--- src/rtl/oxi_pkg.sv ---
// Shared pulse-oximeter definitions: LED phase states and front-end code widths.
package oxi_pkg;

  typedef enum logic [1:0] {
    ST_IDLE = 2'd0,
    ST_RED  = 2'd1,
    ST_IR   = 2'd2
  } oxi_state_e;

  localparam int unsigned PGA_W = 4;
  localparam int unsigned DC_W  = 8;

endpackage

--- src/rtl/adc_window_avg.sv ---
// Accumulates ADC samples inside the settled window of an LED phase and
// presents the truncated average.
module adc_window_avg #(
  parameter int unsigned SETTLE   = 4,
  parameter int unsigned AVG_LOG2 = 2,
  parameter int unsigned ADC_W    = 8,
  parameter int unsigned TIMER_W  = 4
) (
  input  logic               CLK,
  input  logic               rst,
  input  logic               clear,
  input  logic [TIMER_W-1:0] timer,
  input  logic [ADC_W-1:0]   adc,
  output logic [ADC_W-1:0]   avg_c
);

  localparam int unsigned ACC_W    = ADC_W + AVG_LOG2;
  localparam int unsigned WIN_LAST = SETTLE + (1 << AVG_LOG2) - 1;

  logic [ACC_W-1:0] acc_q;
  logic             in_window_c;

  assign in_window_c = (timer >= TIMER_W'(SETTLE)) && (timer <= TIMER_W'(WIN_LAST));

  always_ff @(posedge CLK) begin
    if (rst || clear) begin
      acc_q <= '0;
    end else if (in_window_c) begin
      acc_q <= acc_q + ACC_W'(adc);
    end
  end

  assign avg_c = ADC_W'(acc_q >> AVG_LOG2);

endmodule

--- src/rtl/led_adc_sequencer.sv ---
// Alternates RED/IR LED phases, presents per-phase PGA/DC codes and emits one
// averaged ADC sample with a valid strobe per phase.
module led_adc_sequencer
  import oxi_pkg::*;
#(
  parameter int unsigned HALF_PERIOD = 10,
  parameter int unsigned SETTLE      = 4,
  parameter int unsigned AVG_LOG2    = 2,
  parameter int unsigned ADC_W       = 8
) (
  input  logic             CLK,
  input  logic             rst,
  input  logic             Find_setting_Complete,
  input  logic [ADC_W-1:0] ADC,
  input  logic [PGA_W-1:0] RED_PGA,
  input  logic [PGA_W-1:0] IR_PGA,
  input  logic [DC_W-1:0]  RED_DC_Comp,
  input  logic [DC_W-1:0]  IR_DC_Comp,
  output logic             LED_RED,
  output logic             LED_IR,
  output logic [PGA_W-1:0] PGA_Gain,
  output logic [DC_W-1:0]  DC_Comp,
  output logic [ADC_W-1:0] RED_ADC_Value,
  output logic [ADC_W-1:0] IR_ADC_Value,
  output logic             red_valid,
  output logic             ir_valid
);

  localparam int unsigned TIMER_W = (HALF_PERIOD > 1) ? $clog2(HALF_PERIOD) : 1;

  oxi_state_e         state_q, state_d;
  logic [TIMER_W-1:0] timer_q, timer_d;
  logic               phase_end_c;
  logic               acc_clear_c;
  logic [ADC_W-1:0]   avg_c;

  logic               led_red_d, led_ir_d;
  logic [PGA_W-1:0]   pga_d;
  logic [DC_W-1:0]    dc_d;
  logic [ADC_W-1:0]   red_val_d, ir_val_d;
  logic               red_vld_d, ir_vld_d;

  assign phase_end_c = (state_q != ST_IDLE) && (timer_q == TIMER_W'(HALF_PERIOD - 1));
  assign acc_clear_c = (state_q == ST_IDLE) || phase_end_c;

  adc_window_avg #(
    .SETTLE   (SETTLE),
    .AVG_LOG2 (AVG_LOG2),
    .ADC_W    (ADC_W),
    .TIMER_W  (TIMER_W)
  ) u_avg (
    .CLK   (CLK),
    .rst   (rst),
    .clear (acc_clear_c),
    .timer (timer_q),
    .adc   (ADC),
    .avg_c (avg_c)
  );

  // Next state, phase timer and next values of every registered output.
  always_comb begin
    state_d   = state_q;
    timer_d   = '0;
    pga_d     = PGA_Gain;
    dc_d      = DC_Comp;
    red_val_d = RED_ADC_Value;
    ir_val_d  = IR_ADC_Value;
    red_vld_d = 1'b0;
    ir_vld_d  = 1'b0;

    case (state_q)
      ST_IDLE: begin
        if (Find_setting_Complete) state_d = ST_RED;
      end
      ST_RED: begin
        if (phase_end_c) begin
          state_d   = Find_setting_Complete ? ST_IR : ST_IDLE;
          red_val_d = avg_c;
          red_vld_d = 1'b1;
        end
      end
      ST_IR: begin
        if (phase_end_c) begin
          state_d  = Find_setting_Complete ? ST_RED : ST_IDLE;
          ir_val_d = avg_c;
          ir_vld_d = 1'b1;
        end
      end
      default: state_d = ST_IDLE;
    endcase

    if ((state_q != ST_IDLE) && !phase_end_c) timer_d = timer_q + 1'b1;

    led_red_d = (state_d == ST_RED);
    led_ir_d  = (state_d == ST_IR);

    // Gain/DC codes are latched only on entry, so they stay fixed for the phase.
    if (state_d != state_q) begin
      case (state_d)
        ST_RED: begin
          pga_d = RED_PGA;
          dc_d  = RED_DC_Comp;
        end
        ST_IR: begin
          pga_d = IR_PGA;
          dc_d  = IR_DC_Comp;
        end
        default: begin
          pga_d = '0;
          dc_d  = '0;
        end
      endcase
    end
  end

  always_ff @(posedge CLK) begin
    if (rst) begin
      state_q       <= ST_IDLE;
      timer_q       <= '0;
      LED_RED       <= 1'b0;
      LED_IR        <= 1'b0;
      PGA_Gain      <= '0;
      DC_Comp       <= '0;
      RED_ADC_Value <= '0;
      IR_ADC_Value  <= '0;
      red_valid     <= 1'b0;
      ir_valid      <= 1'b0;
    end else begin
      state_q       <= state_d;
      timer_q       <= timer_d;
      LED_RED       <= led_red_d;
      LED_IR        <= led_ir_d;
      PGA_Gain      <= pga_d;
      DC_Comp       <= dc_d;
      RED_ADC_Value <= red_val_d;
      IR_ADC_Value  <= ir_val_d;
      red_valid     <= red_vld_d;
      ir_valid      <= ir_vld_d;
    end
  end

endmodule

--- config.mk ---
export PLATFORM = sky130hd
export DESIGN_NAME = led_adc_sequencer
export DESIGN_NICKNAME = d
export VERILOG_FILES = /design/src/rtl/oxi_pkg.sv /design/src/rtl/adc_window_avg.sv /design/src/rtl/led_adc_sequencer.sv
export SDC_FILE = /design/constraint.sdc
export NUM_CORES = 1
export LEC_CHECK = 0
export CAP_MARGIN = 40
export CORE_MARGIN = 2
export CORE_UTILIZATION = 40
export CTS_BUF_LIST = sky130_fd_sc_hd__clkbuf_8
export CTS_CLUSTER_SIZE = 30
export DETAILED_ROUTE_END_ITERATION = 12
export HOLD_SLACK_MARGIN = 0.06
export PLACE_DENSITY_LB_ADDON = 0.1
export SLEW_MARGIN = 20
export SYNTH_ARGS = -nofsm -noshare
export SYNTH_HDL_FRONTEND = slang
export SYNTH_SLANG_ARGS = --single-unit
--- constraint.sdc ---
create_clock -name CLK -period 3.6 [get_ports CLK]
set_input_delay 0.36 -clock CLK [delete_from_list [all_inputs] [get_ports CLK]]
set_output_delay 0.36 -clock CLK [all_outputs]
set_load 0.01 [all_outputs]
== Word level (Yosys, flattened, before mapping) ==
Cells that the tools add are included.
Word-level totals
  bits in registers: 48
  input port bits: 35
  output and inout port bits: 32
  word-level logic and storage cells: 46
Cells by class
  add/subtract/negate cells: 2
  order comparisons: 2
  equality and inequality tests: 6
  muxes and demuxes: 9
  bitwise operators: 3
  reduce and logical (&&, ||, !) cells: 13
Operators with widths (count)
  8-bit one-hot mux with 2 select lines: 1
  10-bit by 8-bit adder with 10-bit output: 1
  2-bit two-way mux: 4
  4-bit one-hot mux with 2 select lines: 1
  2-bit one-hot mux with 3 select lines: 1
  2-bit OR reduction: 3
  4-bit by 1-bit adder with 4-bit output (second input constant): 1
  2-bit by 1-bit == test with 1-bit output (second input constant): 2
  2-bit == test (second input constant): 2
  4-bit == test (second input constant): 1
  4-bit by 3-bit >= comparator with 1-bit output (second input constant): 1
  4-bit by 3-bit less-or-equal comparator with 1-bit output (second input constant): 1
  2-bit AND reduction: 2
  1-bit logical AND: 3
  1-bit NOT: 3
  2-bit zero test: 1
  1-bit logical OR: 2
  1-bit two-way mux: 2
  2-bit != test: 1
  2-bit nonzero test: 1
  1-bit zero test: 1

== Logic depth before layout (Yosys ltp) ==
  word-level depth: 6
  mapped depth: 12
  depth with buffers taken out: 11

== By module ==
Synthesis repeated with hierarchy kept, for this count alone.
Unflattened totals
  cell total of the unflattened synthesis: 276
  area total of the unflattened synthesis: 2454.9 um^2
By module, submodules not included
  led_adc_sequencer: times used 1, cells an instance 189, area an instance 1704.1 um^2, sequential area each 760.7 um^2
  adc_window_avg: times used 1, cells an instance 87, area an instance 750.7 um^2, sequential area each 200.2 um^2

== Worst setup path before layout ==
OpenSTA, ideal clock, no wires.
  path kind: register -> register
  start point: register timer_q[0]
  end point: register PGA_Gain[1]
  setup time: 71 ps
  arrival: 2286 ps
  data required time: 3529 ps
  slack: 1244 ps
  stages on the path, launching flop included: 11
  buffers on the path: 1
  clock period less this slack: 2356 ps
  cell sequence: dfxtp_1 -> ha_1 -> nand3b_4 -> nor2_2 -> a21oi_1 -> inv_1 -> ha_1 -> clkbuf_1 -> a22oi_1 -> or3_1 -> a21oi_1
On the way
  longest elaborated chain between the ends: 6
  elaborated cells between the ends (all ways): 9
  classes of those cells: eq/ne: 4; mux: 4; reduce/logical: 1
Ends and longest elaborated chain
  start: declaration: RTL line led_adc_sequencer.sv:32  | logic [TIMER_W-1:0] timer_q, timer_d;
  start signal: assignment: RTL line led_adc_sequencer.sv:130  | timer_q <= timer_d;
  4-bit == test (*): RTL line led_adc_sequencer.sv:43  | assign phase_end_c = (state_q != ST_IDLE) && (timer_q == TIMER_W'(HALF_PERIOD - 1));
  1-bit logical AND (*): RTL line led_adc_sequencer.sv:43
  2-bit two-way mux (on tied branches): RTL line led_adc_sequencer.sv:83, led_adc_sequencer.sv:76
  2-bit one-hot mux with 3 select lines (*): RTL line led_adc_sequencer.sv:71  | case (state_q)
  named net state_d[1]: RTL line led_adc_sequencer.sv:31  | oxi_state_e state_q, state_d;
  2-bit == test (*)
  named net led_ir_d: RTL line led_adc_sequencer.sv:37  | logic led_red_d, led_ir_d;
  4-bit one-hot mux with 2 select lines (*): RTL line led_adc_sequencer.sv:99  | case (state_d)
  end signal: assignment: RTL line led_adc_sequencer.sv:133  | PGA_Gain <= pga_d;
  end: declaration: RTL line led_adc_sequencer.sv:21  | output logic [PGA_W-1:0] PGA_Gain,
Mark *: on every way through the listed nets, which the timed path passes. The rest lies on a longest branch.
A chain may end at the register's enable or synchronous reset.

== Worst setup path in the final report ==
  start point: register timer_q[1]
  end point: register PGA_Gain[2]
On the way
  longest elaborated chain between the ends: 6
  elaborated cells between the ends (all ways): 9
  classes of those cells: eq/ne: 4; mux: 4; reduce/logical: 1
Ends and longest elaborated chain (RTL line)
  4-bit == test (*): led_adc_sequencer.sv:43
  1-bit logical AND (*): led_adc_sequencer.sv:43
  2-bit two-way mux (on tied branches): led_adc_sequencer.sv:83, led_adc_sequencer.sv:76
  2-bit one-hot mux with 3 select lines (*): led_adc_sequencer.sv:71
  named net state_d[0]: led_adc_sequencer.sv:31
  2-bit by 1-bit == test with 1-bit output (*)
  named net led_red_d: led_adc_sequencer.sv:37
  4-bit one-hot mux with 2 select lines (*): led_adc_sequencer.sv:99
Marks and branches as above.

==> impl_metrics.json <==
{
  "synth.cell_area_sq_um": 2300,
  "fin_nets": 367,
  "wl_mm": 5.30,
  "syn_area_per_cell_sq_um": 8.98,
  "die_height_um": 79.8,
  "dr.pass1.iters": 4,
  "worstPathRequired_ps": 3840,
  "grt_max_degree": 36,
  "synth_largest_area_cell": "dfxtp_1",
  "clock_latency_ps": 300,
  "switching_share_pct": 22.5,
  "ys_async_sr_fraction_pct": 0,
  "fp.coreArea_sq_um": 5540,
  "cts_tree": "yes",
  "setup_viol": 0,
  "hold_path_depth": 2,
  "synth_edf_count": 0,
  "leakagePower_nw": 1.20,
  "synth_nets": 305,
  "crit_cells": 10,
  "r2r_cells": 10,
  "postLayoutCellArea_sq_um": 3120,
  "criticalPathCategory": "flip-flop to flip-flop",
  "drt-wirelength-per-cell_um": 13.6,
  "cp.buffers_inverters": 2,
  "grtUsageMet1_pct": 22.8,
  "ir_worst_vdd_uv": 186,
  "yosys-top-cells-area": "dfxtp_1 42%, mux2i_1 7.8%, ha_1 7.1%",
  "holdCritPathClass": "flip-flop to flip-flop",
  "drive_gt1_share_pct": 4.70,
  "ys_seq_area_share_pct": 41.8,
  "critical_path_arrival_ps": 2600,
  "pwr-share-comb_pct": 11.0,
  "finClkSkew_ps": 6.60,
  "drtAntennaViolNets": 0,
  "powerDensity_nw_per_um2": 334,
  "use_met3_pct": 4.07,
  "fin_crit_sh_pct": 65.7,
  "grt_pass1_wl_mm": 8.87,
  "holdBufCountCts": 0,
  "placed_cells": 383,
  "grtUsageTotal_pct": 17.7,
  "finalHoldViolCount": 0,
  "cap_violations": 0,
  "crit_fanout": 13,
  "hpwl_mm": 3.84,
  "p_sw_mw": 0.235,
  "cpPeakStageDelay_ps": 480,
  "slowest_stage": "ha_1",
  "min_period_ps": 2370,
  "status": "completed",
  "synthFlopType": "dfxtp_1",
  "p_seq_share_pct": 52.3,
  "dpl_cell_area_sq_um": 3010,
  "synth_most_common_cell": "dfxtp_1",
  "crit_chain": "inv_1 > ha_1 > and3b_1 > nand2_1 > o211ai_1 > inv_1 > ha_1 > a22oi_1 > or3_1 > a21oi_1",
  "cp-end-kind": "flip-flop",
  "diodes": 0,
  "p_clk_share_pct": 36.7,
  "yosysWarnings": 0,
  "synth.distinct_cells": 40,
  "maxSlewViolCount": 0,
  "synth_seq_cells": 48,
  "cts_buffers": 5,
  "post_drt_via_cell_ratio": 5.08,
  "cts_resized": 0,
  "final_cells": 391,
  "setup_tns_ps": 0,
  "clk_path_buf_depth": 2,
  "grt-busiest-layer": "met2",
  "drtIter0Drc": 90,
  "p_int_mw": 0.806,
  "htreeDepth": 2,
  "critPathLaunchType": "flip-flop",
  "path_clk_slew_ps": 90,
  "initial_core_util_pct": 41.5,
  "grt_pass1_vias": 1878,
  "slew_headroom_pct": 44.5,
  "grt_overflow_total": 0,
  "io_buffers": 66,
  "antenna_found_initial": 0,
  "cp_top_family": "adder cells",
  "num_vias": 1985,
  "grt_setup_unrepaired": "no",
  "worst_pin_slew_ps": 832,
  "io-pin-count": 67,
  "ys_top_cells_by_count": "48 x dfxtp_1, 36 x nor2_1, 23 x nand2_1",
  "cts.sinks": 48,
  "cts_setup_buffers": 0,
  "met2_usage_pct": 28.9,
  "synth_top_area_share_pct": 41.8,
  "fmax_ghz": 0.423,
  "die_area_sq_um": 6370,
  "num_rows": 27,
  "die-width_um": 79.8,
  "drcViolationCount": 0,
  "area_growth_pct": 35.5,
  "syn_inst": 256,
  "finalPower_mw": 1.04,
  "root_buffer": "clkbuf_8",
  "n_fill_cell": 538,
  "gp_congestion": 0.759
}
-- layout make-up --
type,count,area [sq um],share of cell area [%]
Timing Repair Buffer,69,683,21.9
Clock buffer,5,68.8,2.21
Inverter,4,15.0,0.482
Sequential cell,48,961,30.8
Multi-Input combinational cell,190,1260,40.4
Tap cell,72,90.1,2.89
Clock inverter,3,38.8,1.24
-- power groups by stage --
stage | logic [mW] | clock network, mW | registers [mW]
2_1_floorplan | 0.0511 | 0 | 0.560
3_3_place_gp | 0.114 | 0 | 0.557
3_5_place_dp | 0.115 | 0 | 0.557
4_1_cts | 0.115 | 0.393 | 0.545
5_1_grt | 0.127 | 0.416 | 0.546
6_report | 0.114 | 0.382 | 0.544
-- worst reg2reg max path, stage by stage (launching register included) --
cell and delay (ps):
dfxtp_1 360, inv_1 50, ha_1 220, and3b_1 240, nand2_1 80, o211ai_1 160
inv_1 110, ha_1 480, a22oi_1 140, or3_1 350, a21oi_1 130
-- layout by cell type, fill, tap and decap left out, types with 4 or more instances in the layout --
| master | instances |
|---|---|
| o211ai_1 | 4 |
| clkbuf_8 | 5 |
| o21ai_0 | 7 |
| nor2b_1 | 4 |
| a21oi_1 | 20 |
| nor3_1 | 6 |
| ha_1 | 13 |
| nor2_1 | 36 |
| mux2i_1 | 18 |
| dfxtp_1 | 48 |
| clkdlybuf4s50_1 | 66 |
| a211oi_1 | 5 |
| a22oi_1 | 12 |
| inv_1 | 5 |
| nand2_1 | 23 |
| or3_1 | 13 |
| xor2_1 | 4 |
-- stage by stage --
| stage | setup slack, ps | util, % | hold slack, ps |
|---|---|---|---|
| 6_report | 1230 | 56.2 | 456 |
| 5_1_grt | 1010 | 56.2 | 473 |
| 4_1_cts | 1210 | 56.2 | 461 |
| 3_5_place_dp | 1150 | 54.3 | 448 |
| 3_3_place_gp | 1180 | 54.3 | 444 |
| 2_1_floorplan | 1240 | - | 433 |
-- sequential cells by signal, indices dropped and copies added (netlist names), 2 cells and up --
name / flops
timer_q: 4
IR_ADC_Value: 8
state_q: 2
DC_Comp: 8
RED_ADC_Value: 8
PGA_Gain: 4
u_avg.acc_q: 10
-- per-layer routing --
| layer | share of wire, % | up-vias |
|---|---|---|
| li1 | - | 1025 |
| met1 | 47 | 902 |
| met2 | 45 | 50 |
| met3 | 6.0 | 8 |
| met4 | 1.6 | 0 |
| met5 | 0 | - |
-- final timing paths --
kind | startpoint | to | slack, ps
hold reg to reg | DC_Comp[4]$_SDFFE_PP0P_ | DC_Comp[4]$_SDFFE_PP0P_ | 460
setup / recovery | timer_q[1]$_SDFF_PP0_ | PGA_Gain[2]$_SDFFE_PP0P_ | 1230
setup reg to reg | timer_q[1]$_SDFF_PP0_ | PGA_Gain[2]$_SDFFE_PP0P_ | 1230
hold / removal | DC_Comp[4]$_SDFFE_PP0P_ | DC_Comp[4]$_SDFFE_PP0P_ | 460
-- cell families after synthesis --
group | Yosys count | synth area share (%)
multiplexers | 18 | 7.83
buffers and inverters | 18 | 3.48
AND/OR/NAND/NOR | 94 | 20.3
adder cells (fa/ha/maj) | 14 | 7.94
flip-flops | 48 | 41.8
XOR/XNOR | 6 | 2.29
AO/OA/AOI/OAI | 58 | 16.3
(Power assumes the default switching activity.)
